===== src/rtl/mul_div_unit_pkg.sv =====
// Shared definitions for the multiply/divide unit.
//   op_e    : operation encodings carried on the op port
//   state_e : sequencer states (IDLE -> CALC -> FIX -> IDLE)
//   WIDTH_DEF : default operand / HI / LO width
package mul_div_unit_pkg;

  localparam int WIDTH_DEF = 32;

  typedef enum logic [1:0] {
    OP_MULT  = 2'b00,
    OP_MULTU = 2'b01,
    OP_DIV   = 2'b10,
    OP_DIVU  = 2'b11
  } op_e;

  typedef enum logic [1:0] {
    IDLE = 2'b00,
    CALC = 2'b01,
    FIX  = 2'b10
  } state_e;

endpackage


===== src/rtl/mul_div_unit_core.sv =====
// Datapath of the multiply/divide unit.
//   clk, reset     : clock, async active-high reset
//   load           : latch operand magnitudes / signs, clear accumulator
//   step           : perform one shift-add (mul) or restoring (div) iteration
//   op, in1, in2   : operation and operands, used only on load
//   res_hi, res_lo : sign-corrected result, meaningful after WIDTH steps
module mdu_core
  import mul_div_unit_pkg::*;
#(
  parameter int WIDTH = WIDTH_DEF
) (
  input  logic             clk,
  input  logic             reset,
  input  logic             load,
  input  logic             step,
  input  logic [1:0]       op,
  input  logic [WIDTH-1:0] in1,
  input  logic [WIDTH-1:0] in2,
  output logic [WIDTH-1:0] res_hi,
  output logic [WIDTH-1:0] res_lo
);

  // acc holds the product for multiply, or {remainder, quotient} for divide.
  // Both start as {0, |in1|}, so a single load path serves both.
  logic [2*WIDTH-1:0] acc;
  logic [WIDTH-1:0]   mag_b;
  logic [WIDTH-1:0]   dividend_raw;
  logic               is_div;
  logic               neg_main;  // product / quotient must be negated
  logic               neg_rem;   // remainder must be negated (dividend sign)
  logic               div_zero;

  logic               op_signed;
  logic               a_neg;
  logic               b_neg;
  logic [WIDTH-1:0]   mag_a_in;
  logic [WIDTH-1:0]   mag_b_in;

  always_comb begin
    op_signed = (op == OP_MULT) || (op == OP_DIV);
    a_neg     = op_signed & in1[WIDTH-1];
    b_neg     = op_signed & in2[WIDTH-1];
    mag_a_in  = a_neg ? -in1 : in1;
    mag_b_in  = b_neg ? -in2 : in2;
  end

  // Shift-add multiply: add multiplicand into the upper half when the
  // current LSB is set, then shift the whole product right by one.
  logic [WIDTH:0]     mul_sum;
  logic [2*WIDTH-1:0] mul_next;
  // Restoring divide: shift in the next dividend bit, trial subtract,
  // keep the difference only if it did not borrow.
  logic [WIDTH:0]     div_shift;
  logic [WIDTH+1:0]   div_diff;
  logic [2*WIDTH-1:0] div_next;

  always_comb begin
    mul_sum   = {1'b0, acc[2*WIDTH-1:WIDTH]} + {1'b0, (acc[0] ? mag_b : '0)};
    mul_next  = {mul_sum, acc[WIDTH-1:1]};
    div_shift = acc[2*WIDTH-1:WIDTH-1];
    div_diff  = {1'b0, div_shift} - {2'b00, mag_b};
    if (div_diff[WIDTH+1]) begin
      div_next = {div_shift[WIDTH-1:0], acc[WIDTH-2:0], 1'b0};
    end else begin
      div_next = {div_diff[WIDTH-1:0], acc[WIDTH-2:0], 1'b1};
    end
  end

  always_ff @(posedge clk or posedge reset) begin
    if (reset) begin
      acc          <= '0;
      mag_b        <= '0;
      dividend_raw <= '0;
      is_div       <= 1'b0;
      neg_main     <= 1'b0;
      neg_rem      <= 1'b0;
      div_zero     <= 1'b0;
    end else if (load) begin
      acc          <= {{WIDTH{1'b0}}, mag_a_in};
      mag_b        <= mag_b_in;
      dividend_raw <= in1;
      is_div       <= (op == OP_DIV) || (op == OP_DIVU);
      neg_main     <= a_neg ^ b_neg;
      neg_rem      <= a_neg;
      div_zero     <= (in2 == '0);
    end else if (step) begin
      acc <= is_div ? div_next : mul_next;
    end
  end

  logic [2*WIDTH-1:0] prod_fix;

  always_comb begin
    prod_fix = neg_main ? -acc : acc;
    if (!is_div) begin
      res_hi = prod_fix[2*WIDTH-1:WIDTH];
      res_lo = prod_fix[WIDTH-1:0];
    end else if (div_zero) begin
      // Divide by zero returns the untouched dividend and an all-ones quotient.
      res_hi = dividend_raw;
      res_lo = '1;
    end else begin
      res_hi = neg_rem  ? -acc[2*WIDTH-1:WIDTH] : acc[2*WIDTH-1:WIDTH];
      res_lo = neg_main ? -acc[WIDTH-1:0]       : acc[WIDTH-1:0];
    end
  end

endmodule


===== src/rtl/mul_div_unit.sv =====
// Iterative multiply/divide unit owning the HI/LO registers.
//   clk, reset   : clock, async active-high reset
//   start, op    : launch MULT/MULTU/DIV/DIVU; sampled only when idle
//   in1, in2     : operands (in1 also MTHI/MTLO data)
//   hi_we, lo_we : MTHI / MTLO, honoured only when idle
//   hi, lo       : architectural HI/LO
//   busy         : operation in flight (issue must stall)
//   done         : one-cycle pulse after HI/LO were written by mul/div
// Handshake: start is accepted on any edge where busy=0; the result is
// visible on hi/lo in the cycle where done=1, which never overlaps busy.
module mul_div_unit
  import mul_div_unit_pkg::*;
#(
  parameter int WIDTH = WIDTH_DEF,
  parameter int CNT_W = 6
) (
  input  logic             clk,
  input  logic             reset,
  input  logic             start,
  input  logic [1:0]       op,
  input  logic [WIDTH-1:0] in1,
  input  logic [WIDTH-1:0] in2,
  input  logic             hi_we,
  input  logic             lo_we,
  output logic [WIDTH-1:0] hi,
  output logic [WIDTH-1:0] lo,
  output logic             busy,
  output logic             done
);

  state_e           state;
  state_e           next_state;
  logic [CNT_W-1:0] counter;
  logic             load;
  logic             step;
  logic             fix;
  logic [WIDTH-1:0] res_hi;
  logic [WIDTH-1:0] res_lo;

  always_ff @(posedge clk or posedge reset) begin
    if (reset) state <= IDLE;
    else       state <= next_state;
  end

  always_comb begin
    next_state = state;
    load       = 1'b0;
    step       = 1'b0;
    fix        = 1'b0;
    case (state)
      IDLE: begin
        if (start) begin
          load       = 1'b1;
          next_state = CALC;
        end
      end
      CALC: begin
        step = 1'b1;
        if (counter == CNT_W'(WIDTH - 1)) next_state = FIX;
      end
      FIX: begin
        fix        = 1'b1;
        next_state = IDLE;
      end
      default: next_state = IDLE;
    endcase
  end

  always_ff @(posedge clk or posedge reset) begin
    if (reset)     counter <= '0;
    else if (load) counter <= '0;
    else if (step) counter <= counter + 1'b1;
  end

  // MT writes are only honoured while idle; a result from FIX always wins.
  always_ff @(posedge clk or posedge reset) begin
    if (reset) begin
      hi   <= '0;
      lo   <= '0;
      done <= 1'b0;
    end else begin
      done <= fix;
      if (fix) begin
        hi <= res_hi;
        lo <= res_lo;
      end else if (state == IDLE) begin
        if (hi_we) hi <= in1;
        if (lo_we) lo <= in1;
      end
    end
  end

  assign busy = (state != IDLE);

  mdu_core #(.WIDTH(WIDTH)) u_core (
    .clk    (clk),
    .reset  (reset),
    .load   (load),
    .step   (step),
    .op     (op),
    .in1    (in1),
    .in2    (in2),
    .res_hi (res_hi),
    .res_lo (res_lo)
  );

endmodule


===== config.mk =====
export PLATFORM = sky130hd
export DESIGN_NAME = mul_div_unit
export DESIGN_NICKNAME = d
export VERILOG_FILES = /design/src/rtl/mul_div_unit_pkg.sv /design/src/rtl/mul_div_unit_core.sv /design/src/rtl/mul_div_unit.sv
export SDC_FILE = /design/constraint.sdc
export NUM_CORES = 1
export LEC_CHECK = 0
export CAP_MARGIN = 10
export CORE_MARGIN = 1.5
export CORE_UTILIZATION = 41
export DETAILED_ROUTE_END_ITERATION = 6
export MAX_ROUTING_LAYER = met4
export PLACE_DENSITY = 0.61
export SLEW_MARGIN = 20
export SYNTH_ARGS = -nofsm -noshare
export SYNTH_HDL_FRONTEND = slang
export SYNTH_SLANG_ARGS = --single-unit

===== constraint.sdc =====
create_clock -name clk -period 19.58 [get_ports clk]
set_input_delay 1.958 -clock clk [delete_from_list [all_inputs] [get_ports clk]]
set_output_delay 1.958 -clock clk [all_outputs]
set_load 0.01 [all_outputs]

-- Word level (Yosys, flattened, before mapping)
Index checks and enable logic that the tools add are counted.
- flip-flop bits (word level): 205
- input bits: 71
- output and inout port bits: 66
- logic and storage cells: 72
- add/sub/neg operators: 8
- eq/ne operators: 7
- mux-type cells: 29
- bitwise operators: 3
- reductions and logical operators: 13
- operators by type and width (cell ; count):
    2-to-1 mux 32 bit ; 15
    2-to-1 mux 64 bit ; 5
    negation 32 bit ; 4
    negation 64 bit ; 1
    subtractor 33 x 32 -> 34 bit ; 1
    adder 32 x 32 -> 33 bit ; 1
    logical NOT 32 bit ; 1
    2-to-1 mux 6 bit ; 2
    nonzero test 2 bit ; 5
    adder 6 x 1 -> 6 bit, second input constant ; 1
    equality test 2 bit, second input constant ; 3
    equality test 6 x 5 -> 1 bit, second input constant ; 1
    AND reduction 2 bit ; 3
    logical NOT 2 bit ; 2
    2-to-1 mux 1 bit ; 4
    2-to-1 mux 2 bit ; 2
    inequality test 2 bit, second input constant ; 2
    case mux 2 bit (2 select lines) ; 1
    bitwise AND 1 bit ; 2
    equality test 2 x 1 -> 1 bit, second input constant ; 1
    logical OR 1 bit ; 2
    bitwise XOR 1 bit ; 1

-- Longest topological paths before layout
- word-level depth: 5
- mapped depth: 15
- mapped depth without buffers: 14

-- Modules after synthesis
A second synthesis with hierarchy kept.
- cells, all modules: 2088
- area, all modules: 16817.4 µm²
- modules (own cells, without submodules) (module ; times used ; cells an instance ; area each (µm²) ; sequential area each (µm²)):
    mdu_core ; 1 ; 1769 ; 13412.9 ; 3303.2
    mul_div_unit ; 1 ; 319 ; 3404.5 ; 1826.8

-- Worst setup path before layout
No wires, ideal clock.
- kind: in2reg
- start: input in1[7]
- end: register u_core.acc[24]
- library setup time: 0.133 ns
- arrival: 4.298 ns
- required time: 19.447 ns
- path slack: 15.149 ns
- stages: 8
- path buffers: 0
- cells stage by stage: or3_1 -> or3_1 -> or3_1 -> or4_1 -> or2_2 -> o31ai_1 -> xor2_1 -> o21ai_0
- cells in the longest elaborated chain, start to end: 3
- ends and longest elaborated chain (what ; RTL line ; RTL):
    from (decl) ; mul_div_unit.sv:21 ; input logic [WIDTH-1:0] in1,
    negation 32 bit ; mul_div_unit_core.sv:43 ; mag_a_in = a_neg ? -in1 : in1;
    2-to-1 mux 32 bit ; mul_div_unit_core.sv:43 ;
    2-to-1 mux 64 bit ; mul_div_unit_core.sv:78 ; end else if (load) begin
    to (signal assigned) ; mul_div_unit_core.sv:79 ; acc <= {{WIDTH{1'b0}}, mag_a_in};
    to (signal assigned) ; mul_div_unit_core.sv:87 ; acc <= is_div ? div_next : mul_next;
    to (decl) ; mul_div_unit_core.sv:25 ; logic [2*WIDTH-1:0] acc;
No other way between the ends.
A chain may end at the register's enable or synchronous reset.

-- Final worst setup path
- start: input in1[6]
- end: register u_core.acc[24]
The elaborated chain is that of the path after synthesis.

==> impl_metrics.py <==
metrics = {
    "pwr": {
        "pwr-share-comb_pct": 56.3,
        "p_sw_mw": 1.44,
        "vdd_drop_max_mv": 0.0576,
        "p_per_area_nw_per_um2": 164,
        "p_leak_nw": 7.90,
        "p_int_mw": 1.63,
        "p_sw_share_pct": 46.8,
        "clkPwrFrac_pct": 16.1,
        "pwr-share-seq_pct": 27.7,
    },
    "floorplanning": {
        "std_cell_rows": 72,
        "die_x_um": 201,
        "dieArea_um2": 40600,
        "io_pins": 137,
        "fp.dieH_um": 201,
        "start_util_pct": 41.7,
        "coreArea_um2": 38700,
    },
    "logic_synthesis": {
        "synth_edf_count": 0,
        "ys_seq_area_share_pct": 31.8,
        "synth_ff_type": "dfrtp_1",
        "synth_nets": 2216,
        "synth_warnings": 0,
        "synth-seq-cells": 205,
        "synth_common_cells": "nand2_1 (346), o21ai_0 (238), dfrtp_1 (205)",
        "yosysMostFrequentCell": "nand2_1",
        "synthDistinctLibCells": 84,
        "ys_async_sr_fraction_pct": 100,
        "yosysTopAreaCellShare_pct": 31.8,
        "synthTopCellsByArea": "dfrtp_1 (32%), nand2_1 (8.0%), o21ai_0 (7.4%)",
        "synth_area_um2": 16200,
        "yosys.area.top_type": "dfrtp_1",
        "postSynthCellCount": 2074,
        "avgSynthCellArea_um2": 7.79,
    },
    "grt": {
        "grt_start_max_net_pins": 94,
        "grt_pass1_vias": 15107,
        "track_usage_pct": 27.5,
        "overflow": 0,
        "grt_pass1_wl_um": 86400,
        "antenna_found_initial": 1,
    },
    "drt": {
        "wl_met2_um": 25100,
        "dr.first_iter.drc_count": 1241,
        "dr.pass1.iters": 5,
        "wl_met3_um": 3210,
        "vias_per_cell": 5.91,
        "wl_met1_um": 25200,
        "num_vias": 15727,
        "top_layer": "met4",
        "wirelength_um": 55200,
        "drc": 0,
        "ant_nets": 0,
        "wire_per_inst_um": 20.7,
    },
    "final_layout": {
        "nets": 2267,
        "antennaDiodeCount": 0,
        "design_area_um2": 18700,
        "drive_above_1_share_pct": 4.99,
        "area_delta_synth_final_pct": 16.0,
        "fill_cells": 3898,
    },
    "cts": {
        "cts_sinks": 205,
        "cts_root_buffer": "clkbuf_16",
        "ctsResizeCount": 0,
        "h-tree-depth": 1,
        "postCtsSetupRepairBufs": 0,
        "clkLatencyLatePin_ps": 540,
        "path_clk_slew_ps": 60,
        "numCtsBuffers": 24,
        "cts_tree": "yes",
        "postCtsHoldBufs": 0,
        "clockBufferDepth": 3,
    },
    "place": {
        "place_congestion": 0.959,
        "dpl.hpwl_um": 40000,
        "numPortBuffers": 136,
        "post_dp_cell_area_um2": 17900,
    },
    "setup_path": {
        "worstReg2RegStart": "u_core.acc[31]",
        "reg2regPathDepth": 14,
        "setup.worst_path.start": "in1[6]",
        "r2r_slack_ps": 15070,
        "rr_endpoint": "u_core.acc[60]",
        "crit_type": "input pin to register",
        "cp_data_arrival_time_ps": 5210,
        "cp.required_ps": 19970,
        "end_kind": "register",
        "start_kind": "input pin",
        "critPathMaxFanout": 8,
    },
    "timing": {
        "timing.setup.tns_ps": 0,
        "slew_viol_final": 0,
        "fin_skew_ps": 11.3,
        "fmax_mhz": 207,
        "fin_crit_ps": 4820,
        "timing.final.crit_share_pct": 24.6,
        "worstMarginPinSlew_ps": 958,
        "setup_violations": 0,
        "finalHoldViolCount": 0,
        "slew-limit-headroom_pct": 36.1,
        "grt_setup_unrepaired": "false",
    },
    "hold_path": {
        "hold_path.class": "register to register",
        "hold_end": "u_core.mag_b[14]",
        "whs_path_depth": 2,
        "hp-start": "u_core.mag_b[14]",
    },
    "run_status": {
        "status": "finished, final reports clean",
    },
    "flow_run": {
        "cap_violations": 0,
    },
}
-- cell families (layout without fill, tap and decap cells) --
kind of cell    Yosys count  after routing  synth area share [%]
compound gates          677            677                  25.9
xor+xnor                171            171                  9.27
fa+ha+maj                71             71                  5.59
buf+inv                 210            279                  4.98
flops                   205            205                  31.8
mux                      42             42                  2.62
simple gates            698            698                  19.8
-- layout make-up --
cell class / count / area [um^2] / area share (%)
tap: 518 / 648 / 3.46
clock inverter: 7 / 114 / 0.608
timing repair buffer: 160 / 1540 / 8.23
multi-input combinational: 1659 / 10300 / 54.8
sequential: 205 / 5130 / 27.4
clock buffer: 37 / 751 / 4.01
inverter: 75 / 289 / 1.54
-- registers in the layout, indices dropped and copies added, names as in the netlist, 2 cells and up --
register	flops
u_core.mag_b	32
lo	32
hi	32
state	2
u_core.dividend_raw	32
counter	6
u_core.acc	64
-- cells in the final DEF (no fill, tap or decap), drive strengths merged, types with 16 or more instances in the layout --
cell type	netlist	final
mux2i	40	40
o21ai	240	240
xnor2	112	112
nand2	346	346
o22ai	46	46
nand2b	16	16
a31oi	16	16
o211ai	36	36
ha	69	69
xor2	59	59
clkbuf	114	37
clkdlybuf4s50	0	136
nor3	48	48
or3	30	30
nor2	137	137
o31ai	27	27
buf	21	24
a21o	33	33
dfrtp	205	205
a21oi	138	138
nand3	28	28
a211oi	25	25
inv	75	76
-- how the worst max path moves through the flow --
stage / end / slack (ps) / cells after the start
final: u_core.acc[24] / 14760 / 9
after global routing: u_core.acc[24] / 14630 / 9
after CTS: u_core.acc[24] / 14800 / 9
after detailed placement: u_core.acc[24] / 14260 / 9
after global placement: u_core.acc[24] / 14290 / 9
after floorplan: counter[0] / 12030 / 1
-- worst max-delay path, stage by stage --
cell             delay, ps
clkdlybuf4s50_1        560
or3_1                  400
or3_1                  350
or3_1                  400
or4_1                  640
or2_2                  370
o31ai_1                270
xor2_1                 170
o21ai_0                 80
-- power by group through the flow --
stage	Combinational [mW]	Clock [mW]	Sequential (mW)
after global placement	1.67	0	0.841
final	1.72	0.493	0.848
after global routing	1.91	0.517	0.865
after CTS	1.70	0.501	0.838
after floorplan	1.31	0	0.715
after detailed placement	1.70	0	0.844
-- layer usage --
metal  GRT usage (%)  vias to the layer above
li1                -                     7509
met3            2.53                       87
met4            8.77                        0
met5               -                        -
met2            43.6                      590
met1            37.1                     7541
-- metrics by stage --
| stage | utilization [%] | power [mW] | std cells | worst slack (ps) | hold slack (ps) |
|---|---|---|---|---|---|
| after floorplan | - | 2.02 | 2074 | 12030 | 440 |
| after global placement | 46.1 | 2.51 | 2617 | 14290 | 454 |
| after detailed placement | 46.1 | 2.54 | 2617 | 14260 | 464 |
| after CTS | 48.4 | 3.04 | 2661 | 14800 | 479 |
| after global routing | 48.4 | 3.30 | 2661 | 14630 | 494 |
| final | 48.4 | 3.07 | 2661 | 14760 | 476 |
(Power assumes the default switching activity.)
